==> src/rtl/mem_pkg.sv <==
// mem_pkg: shared definitions for the MEM-stage data-memory access block.
//   SIZE_* : access size encodings carried in the EX/MEM control bundle
//   state_e: access FSM states
//   access_t: fields latched at issue and consumed when the access completes
//   lane_be / lane_wdata / misaligned: byte-lane helpers (little-endian, 4 lanes)
package mem_pkg;

  localparam logic [1:0] SIZE_BYTE = 2'b00;
  localparam logic [1:0] SIZE_HALF = 2'b01;
  localparam logic [1:0] SIZE_WORD = 2'b10;  // 2'b11 behaves as a word too

  typedef enum logic {
    IDLE   = 1'b0,
    ACCESS = 1'b1
  } state_e;

  typedef struct packed {
    logic [1:0]  size;
    logic        se;
    logic        l;
    logic        rf_le;
    logic [4:0]  rd;
    logic [1:0]  k;
    logic [31:0] alu;
  } access_t;

  // Byte enables for an access of the given size starting at lane k.
  function automatic logic [3:0] lane_be(input logic [1:0] size, input logic [1:0] k);
    case (size)
      SIZE_BYTE: lane_be = 4'b0001 << k;
      SIZE_HALF: lane_be = 4'b0011 << k;
      default:   lane_be = 4'b1111;
    endcase
  endfunction

  // Store data replicated across every lane so the addressed lanes carry it.
  function automatic logic [31:0] lane_wdata(input logic [1:0] size, input logic [31:0] store);
    case (size)
      SIZE_BYTE: lane_wdata = {4{store[7:0]}};
      SIZE_HALF: lane_wdata = {2{store[15:0]}};
      default:   lane_wdata = store;
    endcase
  endfunction

  // Halfwords need an even address, words (and size 11) a multiple of four.
  function automatic logic misaligned(input logic [1:0] size, input logic [1:0] k);
    misaligned = ((size == SIZE_HALF) && k[0]) || (size[1] && (k != 2'b00));
  endfunction

endpackage

==> src/rtl/mem_stage_access_load_align.sv <==
// load_align: combinational load-data alignment.
//   rdata_i : 32-bit word returned by the data memory
//   k_i     : byte lane of the access (address bits [1:0])
//   size_i  : access size (byte / half / word)
//   se_i    : 1 = sign-extend, 0 = zero-extend
//   value_o : aligned and extended 32-bit load value
module load_align
  import mem_pkg::*;
(
  input  logic [31:0] rdata_i,
  input  logic [1:0]  k_i,
  input  logic [1:0]  size_i,
  input  logic        se_i,
  output logic [31:0] value_o
);

  logic [31:0] shifted;

  always_comb begin
    shifted = rdata_i >> {k_i, 3'b000};
    case (size_i)
      SIZE_BYTE: value_o = {{24{se_i & shifted[7]}},  shifted[7:0]};
      SIZE_HALF: value_o = {{16{se_i & shifted[15]}}, shifted[15:0]};
      default:   value_o = shifted;
    endcase
  end

endmodule

==> src/rtl/mem_stage_access.sv <==
// mem_stage_access: MEM-stage data-memory access and MEM/WB write-back register.
//   Inputs : EX/MEM bundle (E_in, RW_in, SIZE_in, SE_in, L_in, RF_LE_in, RD_in),
//            addr_in, alu_in, store_in; bus response mem_rdata/mem_ack.
//   Bus    : mem_req, mem_we, mem_addr (word aligned), mem_be, mem_wdata (registered).
//   Control: stall_out holds the upstream stages while an access is outstanding.
//   WB     : wb_rf_le, wb_rd, wb_data (registered MEM/WB bundle).
//   Faults : misalign (misaligned request, no bus cycle), bus_err (ack timeout).
//   Debug  : dbg_state exposes the access FSM state.
//
// Bus handshake: mem_req rises the cycle after an aligned request is seen in
// IDLE and stays high, with mem_we/mem_addr/mem_be/mem_wdata frozen, until a
// cycle in which mem_ack=1 (mem_rdata valid in that same cycle) or the timeout
// fires. mem_ack while mem_req=0 is ignored.
module mem_stage_access
  import mem_pkg::*;
#(
  parameter int TIMEOUT = 16,
  parameter int AW      = 32,
  parameter int DW      = 32
) (
  input  logic          clk,
  input  logic          reset,
  input  logic          E_in,
  input  logic          RW_in,
  input  logic [1:0]    SIZE_in,
  input  logic          SE_in,
  input  logic          L_in,
  input  logic          RF_LE_in,
  input  logic [4:0]    RD_in,
  input  logic [AW-1:0] addr_in,
  input  logic [DW-1:0] alu_in,
  input  logic [DW-1:0] store_in,
  output logic          mem_req,
  output logic          mem_we,
  output logic [AW-1:0] mem_addr,
  output logic [3:0]    mem_be,
  output logic [DW-1:0] mem_wdata,
  input  logic [DW-1:0] mem_rdata,
  input  logic          mem_ack,
  output logic          stall_out,
  output logic          wb_rf_le,
  output logic [4:0]    wb_rd,
  output logic [DW-1:0] wb_data,
  output logic          misalign,
  output logic          bus_err,
  output state_e        dbg_state
);

  localparam int CW = (TIMEOUT > 1) ? $clog2(TIMEOUT) : 1;

  state_e        state_q, state_d;
  logic [CW-1:0] cnt_q, cnt_d;
  access_t       acc_q, acc_d;

  logic          mem_req_q, mem_req_d;
  logic          mem_we_q, mem_we_d;
  logic [AW-1:0] mem_addr_q, mem_addr_d;
  logic [3:0]    mem_be_q, mem_be_d;
  logic [DW-1:0] mem_wdata_q, mem_wdata_d;
  logic          wb_rf_le_q, wb_rf_le_d;
  logic [4:0]    wb_rd_q, wb_rd_d;
  logic [DW-1:0] wb_data_q, wb_data_d;

  logic          is_mis;
  logic          timeout_hit;
  logic [31:0]   load_val;

  load_align u_load_align (
    .rdata_i (mem_rdata),
    .k_i     (acc_q.k),
    .size_i  (acc_q.size),
    .se_i    (acc_q.se),
    .value_o (load_val)
  );

  assign is_mis      = E_in && misaligned(SIZE_in, addr_in[1:0]);
  // An ack arriving on the last allowed cycle completes the access normally.
  assign timeout_hit = (state_q == ACCESS) && !mem_ack && (cnt_q == CW'(TIMEOUT - 1));

  // State register
  always_ff @(posedge clk) begin
    if (reset) state_q <= IDLE;
    else       state_q <= state_d;
  end

  // Next-state logic
  always_comb begin
    state_d = state_q;
    unique case (state_q)
      IDLE:    if (E_in && !is_mis)        state_d = ACCESS;
      ACCESS:  if (mem_ack || timeout_hit) state_d = IDLE;
      default: state_d = IDLE;
    endcase
  end

  // Output and datapath next-state logic
  always_comb begin
    stall_out   = 1'b0;
    misalign    = 1'b0;
    bus_err     = 1'b0;
    cnt_d       = cnt_q;
    acc_d       = acc_q;
    mem_req_d   = mem_req_q;
    mem_we_d    = mem_we_q;
    mem_addr_d  = mem_addr_q;
    mem_be_d    = mem_be_q;
    mem_wdata_d = mem_wdata_q;
    wb_rf_le_d  = wb_rf_le_q;
    wb_rd_d     = wb_rd_q;
    wb_data_d   = wb_data_q;

    unique case (state_q)
      IDLE: begin
        if (!E_in) begin
          wb_rf_le_d = RF_LE_in;
          wb_rd_d    = RD_in;
          wb_data_d  = alu_in;
        end else if (is_mis) begin
          misalign   = 1'b1;
          wb_rf_le_d = 1'b0;
        end else begin
          stall_out   = 1'b1;
          acc_d       = '{size: SIZE_in, se: SE_in, l: L_in, rf_le: RF_LE_in,
                          rd: RD_in, k: addr_in[1:0], alu: alu_in};
          mem_req_d   = 1'b1;
          mem_we_d    = RW_in;
          mem_addr_d  = {addr_in[AW-1:2], 2'b00};
          mem_be_d    = lane_be(SIZE_in, addr_in[1:0]);
          mem_wdata_d = lane_wdata(SIZE_in, store_in);
          wb_rf_le_d  = 1'b0;  // bubble into MEM/WB while the access runs
          cnt_d       = '0;
        end
      end
      ACCESS: begin
        if (mem_ack) begin
          mem_req_d  = 1'b0;
          wb_rf_le_d = acc_q.rf_le;
          wb_rd_d    = acc_q.rd;
          wb_data_d  = acc_q.l ? load_val : acc_q.alu;
        end else if (timeout_hit) begin
          bus_err    = 1'b1;
          mem_req_d  = 1'b0;
          wb_rf_le_d = 1'b0;
        end else begin
          stall_out  = 1'b1;
          cnt_d      = cnt_q + CW'(1);
          wb_rf_le_d = 1'b0;
        end
      end
      default: ;
    endcase

    // Combinational outputs are quiet while reset is held.
    if (reset) begin
      stall_out = 1'b0;
      misalign  = 1'b0;
      bus_err   = 1'b0;
    end
  end

  // Datapath registers
  always_ff @(posedge clk) begin
    if (reset) begin
      cnt_q       <= '0;
      acc_q       <= '0;
      mem_req_q   <= 1'b0;
      mem_we_q    <= 1'b0;
      mem_addr_q  <= '0;
      mem_be_q    <= '0;
      mem_wdata_q <= '0;
      wb_rf_le_q  <= 1'b0;
      wb_rd_q     <= '0;
      wb_data_q   <= '0;
    end else begin
      cnt_q       <= cnt_d;
      acc_q       <= acc_d;
      mem_req_q   <= mem_req_d;
      mem_we_q    <= mem_we_d;
      mem_addr_q  <= mem_addr_d;
      mem_be_q    <= mem_be_d;
      mem_wdata_q <= mem_wdata_d;
      wb_rf_le_q  <= wb_rf_le_d;
      wb_rd_q     <= wb_rd_d;
      wb_data_q   <= wb_data_d;
    end
  end

  assign mem_req   = mem_req_q;
  assign mem_we    = mem_we_q;
  assign mem_addr  = mem_addr_q;
  assign mem_be    = mem_be_q;
  assign mem_wdata = mem_wdata_q;
  assign wb_rf_le  = wb_rf_le_q;
  assign wb_rd     = wb_rd_q;
  assign wb_data   = wb_data_q;
  assign dbg_state = state_q;

endmodule

==> config.mk <==
export PLATFORM = sky130hd
export DESIGN_NAME = mem_stage_access
export DESIGN_NICKNAME = d
export VERILOG_FILES = /design/src/rtl/mem_pkg.sv /design/src/rtl/mem_stage_access_load_align.sv /design/src/rtl/mem_stage_access.sv
export SDC_FILE = /design/constraint.sdc
export NUM_CORES = 1
export LEC_CHECK = 0
export CORE_MARGIN = 2
export CORE_UTILIZATION = 49
export DETAILED_ROUTE_END_ITERATION = 12
export MAX_ROUTING_LAYER = met4
export PLACE_DENSITY = 0.94
export REMOVE_ABC_BUFFERS = 1
export SLEW_MARGIN = 20
export SYNTH_ARGS = -nofsm -noshare
export SYNTH_HDL_FRONTEND = slang
export SYNTH_SLANG_ARGS = --single-unit
==> constraint.sdc <==
create_clock -name clk -period 2.96 [get_ports clk]
set_input_delay 0.888 -clock clk [delete_from_list [all_inputs] [get_ports clk]]
set_output_delay 0.888 -clock clk [all_outputs]
set_load 0.02 [all_outputs]
# Word-level counts from Yosys, hierarchy flattened
# Cells that the tools add are included.
[totals]
in_bits = 143
out_inout_bits = 112
elab_cells = 92
register_bits = 155
rom_bits = 0
ram_bits = 0
latch_bits = 0
mem_count = 0
[op_classes]
n_div = 0
shifts = 3
bitwise_logic = 4
n_mul = 0
mux = 40
eq_ne = 10
magnitude_cmp = 0
reduce_logical = 17
add_sub_neg = 1
[op_table]
columns = ["operator", "count"]
rows = [
  ["32-bit one-hot mux with 2 select lines", 3],
  ["32-bit 2-to-1 mux", 3],
  ["32-bit by 5-bit >> shifter with 32-bit output", 1],
  ["1-bit 2-to-1 mux", 21],
  ["4-bit 2-to-1 mux", 4],
  ["4-bit one-hot mux with 2 select lines", 2],
  ["2-bit != test (second input constant)", 6],
  ["5-bit 2-to-1 mux", 2],
  ["5-bit one-hot mux with 2 select lines", 1],
  ["1-bit one-hot mux with 2 select lines", 4],
  ["1-bit logical AND", 6],
  ["3-bit AND reduction", 2],
  ["4-bit by 1-bit adder with 4-bit output (second input constant)", 1],
  ["2-bit by 1-bit == test with 1-bit output (second input constant)", 2],
  ["4-bit == test (second input constant)", 1],
  ["2-bit logical NOT", 2],
  ["4-bit AND reduction", 1],
  ["1-bit by 2-bit << shifter with 4-bit output (first input constant)", 1],
  ["2-bit by 2-bit << shifter with 4-bit output (first input constant)", 1],
  ["3-bit by 2-bit != test with 1-bit output (second input constant)", 1],
  ["1-bit AND", 2],
  ["1-bit logical NOT", 2],
  ["1-bit logical OR", 2],
  ["1-bit inverter", 2],
  ["other kinds (2)", 2],
]

# Depth between registers and ports, before layout
[depth]
ltp_word = 8
depth_mapped = 7
mapped_depth_nobuf = 5

# Hierarchy
# A second synthesis with hierarchy kept.
[unflattened]
cells_unflattened = 923
area_unflattened_um2 = 8823.5
[modules_own_cells]
columns = ["mod", "seq_area_each_um2", "area_each_um2", "instances", "cells_per_inst"]
rows = [
  ["mem_stage_access", 3103.0, 8015.2, 1, 817],
  ["load_align", 0.0, 808.3, 1, 106],
]

# Worst setup path before layout
# No wires, ideal clock.
[synth_timing]
kind = "input to output"
from = "in reset"
to = "out misalign"
required_time_ps = 2072
arrival_ps = 1946
path_stages = 3
setup_slack_ps = 126
n_path_buf = 2
cell_sequence = "clkbuf_1 clkbuf_1 nor4_1"
[synth_via]
elab_chain_len = 1
[synth_rtl]
columns = ["element", "line", "rtl"]
rows = [
  ["from (decl)", "mem_stage_access.sv:22", "input logic reset,"],
  ["1-bit 2-to-1 mux", "mem_stage_access.sv:154", "if (reset) begin"],
  ["to (decl)", "mem_stage_access.sv:44", "output logic misalign,"],
]
# Every way passes these cells.

# Worst setup path in the final report
[layout_timing]
from = "in E_in"
to = "out misalign"
[layout_via]
elab_chain_len = 5
[layout_rtl]
columns = ["element", "line", "rtl"]
rows = [
  ["from (decl)", "mem_stage_access.sv:23", "input logic E_in,"],
  ["1-bit logical AND", "mem_stage_access.sv:76", "assign is_mis = E_in && misaligned(SIZE_in, addr_in[1:0]);"],
  ["1-bit 2-to-1 mux", "mem_stage_access.sv:118", "end else if (is_mis) begin"],
  ["1-bit 2-to-1 mux (*)", "mem_stage_access.sv:114", "if (!E_in) begin"],
  ["1-bit 2-to-1 mux (*)", "mem_stage_access.sv:112", "unique case (state_q)"],
  ["1-bit 2-to-1 mux (*)", "mem_stage_access.sv:154", ""],
]
# Mark *: on every way between the ends. The rest lies on a longest branch, timed or not.

==> flow_metrics.py <==
metrics = {
    "status": {
        "outcome": "finished clean",
    },
    "clock_tree": {
        "cts.sinks": 155,
        "cts_tree": "yes",
        "numCtsBuffers": 17,
        "cts-htree-levels": 4,
        "cts_hold_buf": 0,
        "clockBufferDepth": 2,
        "path_clk_slew_ns": 0.06,
        "clk_latency_ns": 0.41,
        "ctsRootBufferMaster": "clkbuf_16",
    },
    "detailed_routing": {
        "avgViaCountPerCell": 5.75,
        "dr.pass1.iters": 8,
        "drc": 0,
        "wl_um": 23400,
        "ant_nets": 0,
        "wl_per_cell_um": 18.1,
        "num_vias": 7451,
        "drtIter0Drc": 551,
    },
    "synth": {
        "synth-adder-area-share": 0.00177,
        "synth_mux_area_frac": 0.0599,
        "syn_area_mm2": 0.00707,
        "yosysWarnings": 0,
        "synth-simple-area-share": 0.205,
        "synth-compound-area-share": 0.239,
        "synth_xor_area_frac": 0.00496,
        "synth-seq-cells": 155,
        "synth_edf_count": 0,
        "synth_cell_types": 50,
        "syn_area_per_cell_um2": 8.09,
        "yosysSeqAreaShare": 0.439,
        "ys_async_sr_fraction": 0,
        "syn_inst": 873,
        "synth-main-ff-cell": "dfxtp_1",
        "synth_top_family_by_area": "compound AO/OA/AOI/OAI gates",
    },
    "pwr": {
        "power_per_cell_area_mw_per_mm2": 548,
        "power_leakage_nw": 3.79,
        "peakVddDrop_v": 0.000402,
    },
    "final_layout": {
        "drive_gt1_frac": 0.0797,
        "finalNonFillerCells": 1296,
        "fin_area_mm2": 0.0104,
        "nNetsFinal": 1247,
        "diodes": 0,
        "area_growth_pct": 47.6,
    },
    "sta": {
        "max_slew_margin": 0.316,
        "hold_viol_final": 0,
        "fmax_mhz": 345,
        "worst_pin_slew_ns": 1.03,
        "maxSlewViolCount": 0,
        "post-route-min-period_ns": 2.90,
        "setup_viol": 0,
        "fin_crit_sh": 0.980,
        "rsz0062_at_grt": "no",
        "clock_skew_ns": 0.00532,
    },
    "critical_path": {
        "required_ns": 2.07,
        "end_kind": "output port",
        "critPathMaxFanout": 2,
        "start_kind": "primary input",
        "cp.arrival_ns": 2.01,
        "critical_path_class": "primary input to output port",
    },
    "global_routing": {
        "grt_pass1_wl_um": 35800,
        "grt_max_degree": 92,
        "antenna_found_initial": 0,
        "grtUsageTotal": 0.309,
        "grt_overflow": 0,
        "grt_pass1_vias": 7100,
    },
    "die": {
        "floorplan.io_pins": 255,
        "die_x_um": 124,
        "die_h_um": 124,
        "core-area_mm2": 0.0140,
        "fp-row-count": 43,
        "start_util": 0.505,
        "dieArea_mm2": 0.0154,
    },
    "flow_run": {
        "drv_cap": 0,
    },
    "placement": {
        "hpwlAfterDp_um": 16100,
        "dp.cells": 1263,
        "portBuffers": 252,
        "gp_congestion": 0.846,
        "place_area_mm2": 0.00982,
    },
    "worst_hold_path": {
        "hold_path.class": "flip-flop to flip-flop",
    },
}
power by group:
| group | switching (mW) | internal [mW] |
|---|---|---|
| Combinational | 0.637 | 0.582 |
| Clock | 0.814 | 1.37 |
| Sequential | 0.0832 | 2.23 |
cell type report:
class                           instances  area, um^2
Clock buffer                           25         475
Clock inverter                          7         114
Fill cell                             992        3560
Inverter                                6        22.5
Multi-Input combinational cell        635        3650
Sequential cell                       155        3100
Tap cell                              180         225
Timing Repair Buffer                  288        2830
kinds of logic after synthesis:
| kind of cell | count (synthesis) |
|---|---|
| AND/OR/NAND/NOR | 337 |
| AO/OA/AOI/OAI | 250 |
| flip-flops | 155 |
| buffers and inverters | 84 |
| multiplexers | 41 |
| XOR/XNOR | 4 |
| adder cells (fa/ha/maj) | 1 |
| other | 1 |
cell usage in the layout (no fill, tap or decap), types with 4 or more instances in the layout:
| cell type | Yosys | final |
|---|---|---|
| o211ai_1 | 5 | 5 |
| a21oi_1 | 101 | 99 |
| nor2_1 | 63 | 62 |
| a22oi_1 | 10 | 10 |
| o21a_1 | 9 | 8 |
| buf_4 | 3 | 33 |
| a211oi_1 | 29 | 29 |
| a2111oi_0 | 9 | 9 |
| clkbuf_1 | 55 | 6 |
| nor3_1 | 10 | 10 |
| clkdlybuf4s50_1 | 0 | 247 |
| a221oi_1 | 8 | 8 |
| o21ai_0 | 39 | 38 |
| o31a_1 | 7 | 7 |
| or3_1 | 9 | 9 |
| a2111oi_2 | 6 | 6 |
| nor4_1 | 9 | 8 |
| and3_1 | 9 | 9 |
| dfxtp_1 | 155 | 154 |
| and2_1 | 7 | 7 |
| clkbuf_16 | 0 | 17 |
| a311oi_1 | 10 | 10 |
| o221ai_1 | 7 | 7 |
| nand3_1 | 6 | 6 |
| mux2i_1 | 40 | 40 |
| nand2_1 | 199 | 198 |
| buf_12 | 0 | 4 |
| nand3b_1 | 8 | 8 |
| nor2b_1 | 10 | 9 |
| inv_1 | 4 | 4 |
per-stage QoR:
| step | power (mW) | hold WS (ns) | util | TNS (ns) | setup WS, ns |
|---|---|---|---|---|---|
| finish | 5.72 | 0.451 | 0.745 | 0 | 0.0605 |
| global route | 5.94 | 0.465 | 0.745 | 0 | 0.0187 |
| CTS | 5.73 | 0.452 | 0.745 | 0 | 0.0105 |
| detailed placement | 3.56 | 0.444 | 0.702 | -4.18 | -0.531 |
| global placement | 3.52 | 0.437 | 0.702 | -2.56 | -0.509 |
| floorplan | 2.90 | 0.426 | - | -326.61 | -4.63 |
cell usage after synthesis, types with 10 or more instances:
cell / count / area, um^2
nor2b_1: 10 / 62.6
a21oi_1: 101 / 505
nor2_1: 63 / 236
clkbuf_1: 55 / 206
a22oi_1: 10 / 75.1
a311oi_1: 10 / 87.6
mux2i_1: 40 / 400
a211oi_1: 29 / 218
nor3_1: 10 / 50.1
o21ai_0: 39 / 195
dfxtp_1: 155 / 3100
nand2_1: 199 / 747
buf_2: 11 / 55.1
critical path: stages:
cell	delay, ns
clkdlybuf4s50_1	0.46
buf_4	0.11
nand2b_1	0.09
nor4_2	0.25
buf_2	0.21
path summary, 6_finish.rpt:
path	startpoint	end	slack, ns	cells past startpoint
min reg2reg	acc_q[16]	acc_q[16]	0.45	2
min	acc_q[16]	acc_q[16]	0.45	2
max reg2reg	acc_q[33]	wb_data[12]	0.64	4
max	E_in	misalign	0.06	5
registers in the layout, indices dropped and copies added (netlist names):
signal / cells
wb_rf_le: 1
acc_q: 44
wb_rd: 5
mem_addr: 30
cnt_q: 4
mem_wdata: 32
mem_be: 4
mem_we: 1
dbg_state: 1
mem_req: 1
wb_data: 32
layer usage:
metal / routed length [um] / part of all wire / track usage
met4: 830 / 0.035 / 0.134
met1: 8990 / 0.38 / 0.358
met2: 11300 / 0.48 / 0.505
met3: 2280 / 0.097 / 0.0824
met5: 0 / 0 / -
what timing repair did:
action                                  in CTS  in global routing
gates resized for setup                     19                  3
buffers inserted                             1                  0
pin swaps                                    2                  0
endpoints found under the setup margin       3                  2
(Power assumes the default switching activity.)
